## src/rtl/bcd_pkg.sv

```systemverilog
// Shared types and sizing for the sequential binary-to-BCD converter.
package bcd_pkg;

  localparam int W_BIN = 10;
  localparam int N_CH  = 3;
  localparam int N_DIG = 3;
  localparam int W_DEC = 4 * N_DIG;
  // One extra digit so the largest 10-bit value converts without loss.
  localparam int W_SCR = 4 * (N_DIG + 1);
  localparam int W_CNT = $clog2(W_BIN);
  localparam int W_CH  = $clog2(N_CH);

  localparam logic [W_DEC-1:0] BCD_MAX = 12'h999;

  typedef enum logic [1:0] {
    IDLE  = 2'd0,
    SHIFT = 2'd1,
    DONE  = 2'd2
  } state_t;

endpackage

```

## src/rtl/bcd_conv_seq_dabble_step.sv

```systemverilog
// One double-dabble iteration: add 3 to every nibble >= 5, then shift left
// by one, bringing in the next binary bit.
module dabble_step
  import bcd_pkg::*;
(
  input  logic [W_SCR-1:0] bcd_in,
  input  logic             bit_in,
  output logic [W_SCR-1:0] bcd_out
);

  logic [W_SCR-1:0] adj;

  generate
    for (genvar gi = 0; gi < N_DIG + 1; gi++) begin : g_nib
      assign adj[4*gi +: 4] = (bcd_in[4*gi +: 4] >= 4'd5) ?
                              (bcd_in[4*gi +: 4] + 4'd3) : bcd_in[4*gi +: 4];
    end
  endgenerate

  assign bcd_out = {adj[W_SCR-2:0], bit_in};

  // The top bit can never be set for inputs below 2^W_BIN.
  logic unused_msb;
  assign unused_msb = adj[W_SCR-1];

endmodule

```

## src/rtl/bcd_conv_seq.sv

```systemverilog
// Sequential three-channel binary-to-BCD converter (shift-add-3).
// Optional saturation of values above 999 with BCDCONV_SAT_EN.
module bcd_conv_seq
  import bcd_pkg::*;
(
  input  logic             clk,
  input  logic             RSTn,
  input  logic             in_valid,
  output logic             in_ready,
  input  logic [W_BIN-1:0] bin0,
  input  logic [W_BIN-1:0] bin1,
  input  logic [W_BIN-1:0] bin2,
  output logic [W_DEC-1:0] dec0,
  output logic [W_DEC-1:0] dec1,
  output logic [W_DEC-1:0] dec2,
  output logic             out_valid,
  output logic [N_CH-1:0]  ovf
);

  state_t state_reg, state_next;

  logic [W_BIN-1:0] bin_in      [N_CH];
  logic [W_BIN-1:0] shadow_reg  [N_CH];
  logic [W_SCR-1:0] res_reg     [N_CH-1];
  logic [W_SCR-1:0] src         [N_CH];
  logic [W_DEC-1:0] dec_reg     [N_CH];
  logic [W_DEC-1:0] dec_next    [N_CH];
  logic [N_CH-1:0]  ovf_reg, ovf_next;
  logic [W_SCR-1:0] scratch_reg;
  logic [W_SCR-1:0] step_out;
  logic [W_CNT-1:0] bit_cnt_reg;
  logic [W_CH-1:0]  ch_cnt_reg;
  logic             last_bit, last_ch, capture;

  assign bin_in[0] = bin0;
  assign bin_in[1] = bin1;
  assign bin_in[2] = bin2;

  assign capture  = (state_reg == IDLE) && in_valid;
  assign last_bit = (state_reg == SHIFT) && (bit_cnt_reg == W_CNT'(W_BIN - 1));
  assign last_ch  = (ch_cnt_reg == W_CH'(N_CH - 1));

  // shadow_reg[0] always holds the channel in progress, MSB first.
  dabble_step u_step (
    .bcd_in  (scratch_reg),
    .bit_in  (shadow_reg[0][W_BIN-1]),
    .bcd_out (step_out)
  );

  always_ff @(posedge clk or negedge RSTn) begin
    if (!RSTn) state_reg <= IDLE;
    else       state_reg <= state_next;
  end

  always_comb begin
    state_next = state_reg;
    case (state_reg)
      IDLE:    if (in_valid) state_next = SHIFT;
      SHIFT:   if (last_bit && last_ch) state_next = DONE;
      DONE:    state_next = IDLE;
      default: state_next = IDLE;
    endcase
  end

  always_comb begin
    in_ready  = (state_reg == IDLE);
    out_valid = (state_reg == DONE);
  end

  // The final channel is taken straight from the step so the outputs land
  // on the same edge that enters DONE.
  logic [N_CH-1:0] thousands_nz;
  generate
    for (genvar gi = 0; gi < N_CH; gi++) begin : g_out
      if (gi == N_CH - 1) begin : g_last
        assign src[gi] = step_out;
      end else begin : g_res
        assign src[gi] = res_reg[gi];
      end
      assign thousands_nz[gi] = (src[gi][W_SCR-1 -: 4] != 4'd0);
`ifdef BCDCONV_SAT_EN
      assign dec_next[gi] = thousands_nz[gi] ? BCD_MAX : src[gi][W_DEC-1:0];
      assign ovf_next[gi] = thousands_nz[gi];
`else
      assign dec_next[gi] = src[gi][W_DEC-1:0];
      assign ovf_next[gi] = 1'b0;
`endif
    end
  endgenerate

  logic unused_thousands;
  assign unused_thousands = ^thousands_nz;

  always_ff @(posedge clk or negedge RSTn) begin
    if (!RSTn) begin
      for (int i = 0; i < N_CH; i++) begin
        shadow_reg[i] <= '0;
        dec_reg[i]    <= '0;
      end
      for (int i = 0; i < N_CH - 1; i++) res_reg[i] <= '0;
      scratch_reg <= '0;
      bit_cnt_reg <= '0;
      ch_cnt_reg  <= '0;
      ovf_reg     <= '0;
    end else if (capture) begin
      for (int i = 0; i < N_CH; i++) shadow_reg[i] <= bin_in[i];
      scratch_reg <= '0;
      bit_cnt_reg <= '0;
      ch_cnt_reg  <= '0;
    end else if (state_reg == SHIFT) begin
      if (last_bit) begin
        scratch_reg <= '0;
        bit_cnt_reg <= '0;
        if (last_ch) begin
          for (int i = 0; i < N_CH; i++) dec_reg[i] <= dec_next[i];
          ovf_reg <= ovf_next;
        end else begin
          for (int i = 0; i < N_CH - 1; i++) begin
            if (ch_cnt_reg == W_CH'(i)) res_reg[i] <= step_out;
          end
          for (int i = 0; i < N_CH - 1; i++) shadow_reg[i] <= shadow_reg[i+1];
          shadow_reg[N_CH-1] <= '0;
          ch_cnt_reg <= ch_cnt_reg + 1'b1;
        end
      end else begin
        scratch_reg   <= step_out;
        shadow_reg[0] <= {shadow_reg[0][W_BIN-2:0], 1'b0};
        bit_cnt_reg   <= bit_cnt_reg + 1'b1;
      end
    end
  end

  assign dec0 = dec_reg[0];
  assign dec1 = dec_reg[1];
  assign dec2 = dec_reg[2];
  assign ovf  = ovf_reg;

endmodule

```

## config.mk

```make
export PLATFORM = sky130hd
export DESIGN_NAME = bcd_conv_seq
export DESIGN_NICKNAME = d
export VERILOG_FILES = /design/src/rtl/bcd_pkg.sv /design/src/rtl/bcd_conv_seq_dabble_step.sv /design/src/rtl/bcd_conv_seq.sv
export SDC_FILE = /design/constraint.sdc
export NUM_CORES = 1
export LEC_CHECK = 0
export ABC_AREA = 1
export CORE_AREA = 3 3 121 94
export CTS_CLUSTER_DIAMETER = 50
export DETAILED_ROUTE_END_ITERATION = 7
export DIE_AREA = 0 0 124 97
export PLACE_DENSITY = 0.74
export SYNTH_ARGS = -nofsm -noshare
export SYNTH_HDL_FRONTEND = slang
export SYNTH_SLANG_ARGS = --single-unit
```

## constraint.sdc

```tcl
create_clock -name clk -period 1.5 [get_ports clk]
set_clock_uncertainty 0.15 [all_clocks]
set_input_delay 0.45 -clock clk [delete_from_list [all_inputs] [get_ports clk]]
set_output_delay 0.45 -clock clk [all_outputs]
set_load 0.05 [all_outputs]
```

# Word level (Yosys, flattened, before mapping)
# Index checks and enable logic that the tools add are counted.
# totals
latchBits,0
romBits,0
output_inout_bits,41
ram_bits,0
reg_bits,114
input_bits,33
mem_count,0
# classes
eq_ne,9
n_mux,22
n_mul,0
add_sub_neg,6
bitwise,2
n_reduce_logical,13
n_lt_le_gt_ge,4
div,0
n_shift,0
# op_table
op,count
2-to-1 mux 30 bit,3
2-to-1 mux 16 bit,3
2-to-1 mux 4 bit,6
2-to-1 mux 20 bit,1
greater-or-equal comparator 4 x 3 -> 1 bit (second input constant),4
adder 4 x 2 -> 4 bit (second input constant),3
2-to-1 mux 2 bit,6
2-to-1 mux 10 bit,1
AND reduction 5 bit,2
adder 4 x 1 -> 4 bit (second input constant),1
== test 2 x 1 -> 1 bit (second input constant),2
== test 2 bit (second input constant),2
== test 4 bit (second input constant),1
logical NOT 2 bit,2
!= test 2 bit (second input constant),2
case mux 2 bit (2 select lines),1
AND reduction 2 bit,2
AND reduction 4 bit,1
nonzero test 2 bit,2
adder 3 x 2 -> 3 bit (second input constant),1
logical AND 1 bit,3
2-to-1 mux 3 bit,1
!= test 3 x 2 -> 1 bit (second input constant),1
AND reduction 3 bit,1
other kinds (3),4

# Longest topological paths before layout
# Gate-level depths: netlist (run 1).
# logic_depth
depth_word,5
ltp_mapped,10
ltp_nobuf,9

# Hierarchy
# From an unflattened synthesis (run 1), not the netlist that was laid out.
# hier_totals
hier_cells,623
hier_area_um2,5322.6
# modules_own_cells
module,instances,seq_area_each_um2,cells_per_inst,area_each_um2
bcd_conv_seq,1,2852.7,535,4808.4
dabble_step,1,0.0,88,514.2

# Worst setup path before layout (run 1)
# OpenSTA, ideal clock, no wires.
# synth_path
path_kind,reg2reg
start,reg state_reg[1]
end,reg shadow_reg[22] in the netlist's numbering
setup_ns,0.117
required_ns,1.233
t_arrival_ns,1.630
slack_ns,-0.398
stages_incl_launch_ff,7
path_cell_list,dfrtp_1 > nor2_2 > nand2_1 > buf_2 > or2_2 > nand3_1 > nand2_1
# synth_between
word_cells_on_any_way,10
# synth_rtl
element,line_no,text
"start, declared",bcd_conv_seq.sv:20,"state_t state_reg, state_next;"
"start signal, assigned",bcd_conv_seq.sv:52,else state_reg <= state_next;
logical NOT 2 bit (*),n/a,
via in_ready,bcd_conv_seq.sv:9,"output logic in_ready,"
logical AND 1 bit (*),bcd_conv_seq.sv:39,assign capture = (state_reg == IDLE) && in_valid;
!= test 3 x 2 -> 1 bit (no line) / nonzero test 2 bit (equally long branches),n/a,
AND reduction 2 bit (no line),n/a,
"end, declared",bcd_conv_seq.sv:23,logic [W_BIN-1:0] shadow_reg [N_CH];
# Mark *: on every way through the listed nets, which the timed path passes. The rest lies on a longest branch. The select of a mux whose other input is x is not followed.
# A chain may end at the register's enable or synchronous reset.

# Worst setup path after layout (run 1)
# layout_path
start,reg bit_cnt_reg[1]
end,reg res_reg (netlist bit dec_next[28])
# layout_between
elab_chain_len,3
# layout_rtl
element,line_no,text
"start, declared",bcd_conv_seq.sv:31,logic [W_CNT-1:0] bit_cnt_reg;
"start signal, assigned",bcd_conv_seq.sv:128,bit_cnt_reg <= bit_cnt_reg + 1'b1;
== test 4 bit,bcd_conv_seq.sv:40,assign last_bit = (state_reg == SHIFT) && (bit_cnt_reg == W_CNT'(W_BIN - 1));
logical AND 1 bit,bcd_conv_seq.sv:40,
AND reduction 5 bit (no line),n/a,
"end signal, assigned by index",bcd_conv_seq.sv:119,if (ch_cnt_reg == W_CH'(i)) res_reg[i] <= step_out;
"end, declared",bcd_conv_seq.sv:24,logic [W_SCR-1:0] res_reg [N_CH-1];
# Every way passes these cells.

==> results.sh, run 1 <==
export IMPL_clock_sinks=110
export IMPL_min_delay_path_class="in -> async"
export IMPL_synth_seq_cells=110
export IMPL_cts_clk_slew_worst_paths_ps=80
export IMPL_rsz0062_at_grt="true"
export IMPL_dieHeight_um=97
export IMPL_tritoncts="yes"
export IMPL_clk_insertion_delay_late_ps=370
export IMPL_path_max_fanout=5
export IMPL_gr_usage_met3=0.105
export IMPL_crit_arrival_ps=2210
export IMPL_largest_reg_flops=30
export IMPL_multi_input_area_um2=3130
export IMPL_clockBufferDepth=2
export IMPL_root_buffer="clkbuf_16"
export IMPL_final_min_clock_period_ps=2070
export IMPL_gr_usage_met1=0.429
export IMPL_ff2ff_path_depth=11
export IMPL_r2r_end="dec_next[28]$_DFFE_PN0P_"
export IMPL_drtPass1Iterations=6
export IMPL_synthAdderAreaFrac=0.0278
export IMPL_synth_top_family_by_area="simple AND/OR/NAND/NOR gates"
export IMPL_ios=74
export IMPL_wire_per_inst_um=28.4
export IMPL_synth_simple_area_share=0.252
export IMPL_drive_above_1_share=0.600
export IMPL_ff2ff_setup_slack_ps=-570
export IMPL_drcViolationCount=0
export IMPL_cp_end_kind="register"
export IMPL_h_tree_depth=3
export IMPL_grt_max_degree=59
export IMPL_synth_xor_area_share=0.00707
export IMPL_yosys_warnings=0
export IMPL_diodes=0
export IMPL_numCtsBuffers=9
export IMPL_ff_latch_area_um2=2760
export IMPL_antenna_found_initial=0
export IMPL_cp_start_kind="register"
export IMPL_synth_top_flop_cell="dfrtp_1"
export IMPL_dp_hpwl_mm=8.64
export IMPL_area_growth_syn_to_layout_pct=89.3
export IMPL_ant_nets=0
export IMPL_layout_nets=830
export IMPL_yosys_mux_area_fraction=0
export IMPL_cap_violations=0
export IMPL_cellLeakagePower_uw=0.00445
export IMPL_finalWirelength_mm=26.3
export IMPL_synth_compound_gate_area_share=0.0811
export IMPL_status="finished with violations"
export IMPL_grt_overflow_total=0
export IMPL_async_flop_share=1.00
export IMPL_synth_area_um2=4950
export IMPL_peakVddDrop_mv=1.36
export IMPL_grt_pass1_vias=5742
export IMPL_drt_iter0_drc=925
export IMPL_fin_util=0.914
export IMPL_grt_use_total=0.362
export IMPL_design_area_um2=9370
export IMPL_avgSynthCellArea_um2=8.70
export IMPL_min_period_over_period=1.38
export IMPL_rows=32
export IMPL_die_w_um=124
export IMPL_required_ps=1650
export IMPL_synth_seq_area_share=0.556
export IMPL_synth_distinct_cells=28
export IMPL_synth_edf_count=0
export IMPL_finalHoldViolCount=0
export IMPL_die_area_um2=12000
export IMPL_place_area_um2=6630
export IMPL_routed_via_density=6.25
export IMPL_fin_tns_setup_ps=-40520
export IMPL_use_met2=0.585
export IMPL_p_per_area_nw_per_um2=1990
export IMPL_max_freq_ghz=0.484
export IMPL_coreArea_um2=10200
export IMPL_fillerInstances=291
export IMPL_globalplace_congestion=0.880
export IMPL_rr_startpoint="bit_cnt_reg[1]$_DFFE_PN0P_"
export IMPL_violations="setup timing"
export IMPL_finalHoldWorstSlack_ps=275
export IMPL_numPortBuffers=70
export IMPL_gr_max_usage_layer="met2"
export IMPL_finalWorstSetupSlack_ps=-567
export IMPL_synth_cells=569
export IMPL_pre_cts_ws_ps=-370
export IMPL_crit_type="reg -> reg"
export IMPL_setup_viol=147
export IMPL_start_util=0.483
export IMPL_vias=5787
export IMPL_finalMaxSlewViolations=0
export IMPL_grt_pass1_wl_mm=32.7
layer usage:
metal  share of wire  wire (µm)
met3            0.11       2920
met4           0.090       2360
met1            0.35       9060
met5               0          0
met2            0.45      11900
kinds of logic after synthesis:
family,Yosys count
AO/OA/AOI/OAI,66
buffers and inverters,74
adder cells (fa/ha/maj),11
XOR/XNOR,4
other,1
AND/OR/NAND/NOR,303
flip-flops,110
how the worst max path moves through the flow:
| stage | from | endpoint | slack (ps) | cells after the start |
|---|---|---|---|---|
| floorplan | state_reg[0]$_DFFE_PN0P_ | shadow_reg[22]$_DFFE_PN0P_ | -160 | 6 |
| global placement | in_valid | shadow_reg[22]$_DFFE_PN0P_ | -330 | 6 |
| detailed placement | in_valid | shadow_reg[17]$_DFFE_PN0P_ | -370 | 8 |
| CTS | state_reg[1]$_DFFE_PN0P_ | in_ready | -330 | 4 |
| global route | bit_cnt_reg[1]$_DFFE_PN0P_ | dec_next[33]$_DFFE_PN0P_ | -550 | 11 |
| finish | bit_cnt_reg[1]$_DFFE_PN0P_ | dec_next[28]$_DFFE_PN0P_ | -570 | 11 |
final cells by class:
cell class / instances / share of cell area
Inverter: 47 / 0.0246
Timing Repair inverter: 3 / 0.00414
Tap cell: 136 / 0.0182
Multi-Input combinational cell: 390 / 0.334
Sequential cell: 110 / 0.295
Clock buffer: 11 / 0.0259
Timing Repair Buffer: 225 / 0.295
Clock inverter: 4 / 0.00347
metrics by stage:
step / std cells / power, µW
after global placement: 810 / 10100
after global routing: 926 / 19100
after detailed placement: 810 / 10400
final: 926 / 18600
after CTS: 902 / 14600
after floorplan: 571 / 7620
repair_timing:
action                                  CTS  global route
setup buffers                            62            28
hold endpoints to repair                 55             0
endpoints found under the setup margin  144           147
pin swaps                                55            45
resized for setup                       233           165
hold buffers                              1             0
cloned                                   18             0
cells in the mapped netlist, types with 4 or more instances:
library cell | instances | area (µm²)
a21oi_1 | 6 | 30.0
buf_2 | 11 | 55.1
buf_4 | 7 | 52.6
buf_6 | 7 | 78.8
dfrtp_1 | 110 | 2750
ha_1 | 11 | 138
inv_1 | 41 | 154
inv_2 | 5 | 18.8
nand2_1 | 236 | 886
nand2_2 | 4 | 25.0
nand3_1 | 41 | 205
nor2_1 | 10 | 37.5
o21ai_0 | 27 | 135
o21ai_1 | 10 | 50.1
o21ai_2 | 14 | 123
o22ai_1 | 6 | 37.5
or2_2 | 6 | 37.5
xor2_1 | 4 | 35.0
power breakdown:
group / internal [µW] / switching (µW)
combinational: 4800 / 6250
clock: 1180 / 1200
sequential: 3970 / 1240
cells in the final DEF (no fill, tap or decap), drive strengths merged:
master / synthesis / final
conb: 1 / 3
inv: 47 / 49
clkinv: 0 / 3
o21ai: 51 / 51
nand3: 41 / 41
clkbuf: 1 / 11
a21boi: 1 / 1
buf: 26 / 193
ha: 11 / 11
o22ai: 6 / 6
xor2: 4 / 4
dlygate4sd3: 0 / 1
or2: 6 / 6
clkdlybuf4s50: 0 / 31
clkinvlp: 0 / 2
dfrtp: 110 / 110
a22oi: 1 / 1
a21oi: 6 / 6
o211ai: 1 / 1
nand2: 241 / 243
nor2: 15 / 16
worst max-delay path: stages, from the launching register on:
cell,delay [ps]
dfrtp_1,400
inv_2,100
ha_4,160
nand3_4,90
nor2_4,120
buf_6,130
nand2_8,60
buf_12,150
buf_8,120
nor2_4,220
nand2_1,150
nand2_1,130
No activity file was read; power rests on OpenSTA's default activity.
==> run 2: changes to the inputs <==
--- a/config.mk
+++ b/config.mk
@@ -11,6 +11,7 @@
 export DETAILED_ROUTE_END_ITERATION = 7
 export DIE_AREA = 0 0 124 97
 export PLACE_DENSITY = 0.74
+export SLEW_MARGIN = 0
 export SYNTH_ARGS = -nofsm -noshare
 export SYNTH_HDL_FRONTEND = slang
 export SYNTH_SLANG_ARGS = --single-unit
==> results of run 2 <==
Same layout as run 1: the final DEF is identical, and so are final timing and power.
==> variant, RTL diff (config.mk and constraints of run 1) <==
Make the reset (`RSTn`) synchronous in 2 clocked blocks.
--- a/src/rtl/bcd_conv_seq.sv
+++ b/src/rtl/bcd_conv_seq.sv
@@ -48,5 +48,5 @@
   );
 
-  always_ff @(posedge clk or negedge RSTn) begin
+  always_ff @(posedge clk) begin
     if (!RSTn) state_reg <= IDLE;
     else       state_reg <= state_next;
@@ -92,5 +92,5 @@
   assign unused_thousands = ^thousands_nz;
 
-  always_ff @(posedge clk or negedge RSTn) begin
+  always_ff @(posedge clk) begin
     if (!RSTn) begin
       for (int i = 0; i < N_CH; i++) begin
Check against the original RTL: differs if RSTn is asserted again (counterexample within 4 cycles, from zero or initial values and one cycle with RSTn low); with RSTn held inactive, the same outputs for 10 cycles.
==> variant against run 1 <==
The run still ends with negative setup slack left; via count down 33%; critical path type unchanged; synthesized area decreased by 4.5%; sequential cell count did not move; worst setup slack gained 260 ps; cell area decreased by 21%; non-clock buffer count fell by 96; routed wire length decreased by 49%; count of clock-buffer cells in the layout down 2; fmax is 14% higher; highest routed layer unchanged; synthesized cell count down 20%.
Power is not compared: it rests on default switching activity, and its combinational part moved more than twofold at a synthesized area within 25%.
==> variant: results <==
[yosys]
synth.top_cells.by_count = "nand2_1 (118), edfxtp_1 (89), inv_1 (64)"
number_of_synthesized_flops_with_an_enable_pin = 89
synth_compound_gate_area_share = 0.02726
synth.yosys.seq_area_share = 0.6541
synth_xor_area_frac = 0.003705
post_synth_inst_count = 455
synthAdderAreaFrac = 0.02911
postSynth.topFlopCell = "edfxtp_1"

[place]
dpl_cell_area_sq_um = 6366
placed_cells = 689
place_hpwl_mm = 7.113
pre_cts_slack_ps = -496.4
globalplace.congestion = 0.8337

[global_route]
use_met3 = 0.04325
grt_pass1_vias = 3530
global_route_wire_length_before_repair_mm = 17.63
grtUsageTotal = 0.1879
pin_count_of_the_biggest_net_entering_global_routing = 24
gr-usage-met2 = 0.3236
gr-usage-met1 = 0.2376

[finish]
largest_register_ffs = 36
number_of_non_filler_instances_in_the_completed_layout = 734
layout.filler_cells = 595
nets = 637
multi_input_comb_cells = 272
clkbuf_count = 9
multi_input_area_share = 0.2545
seq_share = 0.4187
utilization = 0.7253
buffer_area_frac = 0.2233
clk_share = 0.04039
nonClockInverterCount = 71
layout-drive-gt1-share = 0.3896
non_clock_buffer_count_in_the_final_layout = 129

[routing]
routed_wire_length_per_instance_um = 18.19
routed-via-count = 3851
detail_route.wirelength.met1_mm = 5.001
drtPass1Iterations = 7
met3_wirelength_um = 990

[critical_path]
crit_path_top_delay_cell = "dfxtp_2"
timing.critical_path.slowest_cell_delay_ps = 340
rr_worst_depth = 8
crit_arrival_ps = 1890
worstSetupEndpoint = "state_reg[0]$_SDFFE_PN0P_"

[cts]
clk-insertion-delay-late_ps = 350
cts_setup_buffers = 8
cts_repair_resize_count = 60
clk_path_buf_depth = 2

[sta]
setup_tns_ps = -36740
layout_setup_ws_ps = -308.1
setup-violations-final = 213

[status]
violations = "negative setup slack"
status = "finished, violations left"

[min_path]
hold_class = "register to register"
## variant: changes by cell type after synthesis, sizes merged, moves of 8 or more
cell	before	now
buf	26	14
dfrtp	110	0
dfxtp	0	21
nor2	15	71
inv	47	69
nand3	41	25
nand4	0	8
nand2	241	121
edfxtp	0	89
o21ai	51	6
## variant: worst min-delay path by stage
stage,startpoint,to,depth (start not counted)
3_3_place_gp,scratch_reg[9]$_SDFFE_PP0N_,scratch_reg[9]$_SDFFE_PP0N_,2
3_5_place_dp,scratch_reg[9]$_SDFFE_PP0N_,scratch_reg[9]$_SDFFE_PP0N_,2
4_1_cts,scratch_reg[9]$_SDFFE_PP0N_,scratch_reg[9]$_SDFFE_PP0N_,2
5_1_grt,scratch_reg[9]$_SDFFE_PP0N_,scratch_reg[9]$_SDFFE_PP0N_,2
6_report,scratch_reg[9]$_SDFFE_PP0N_,scratch_reg[9]$_SDFFE_PP0N_,2
2_1_floorplan,scratch_reg[9]$_SDFFE_PP0N_,scratch_reg[9]$_SDFFE_PP0N_,2
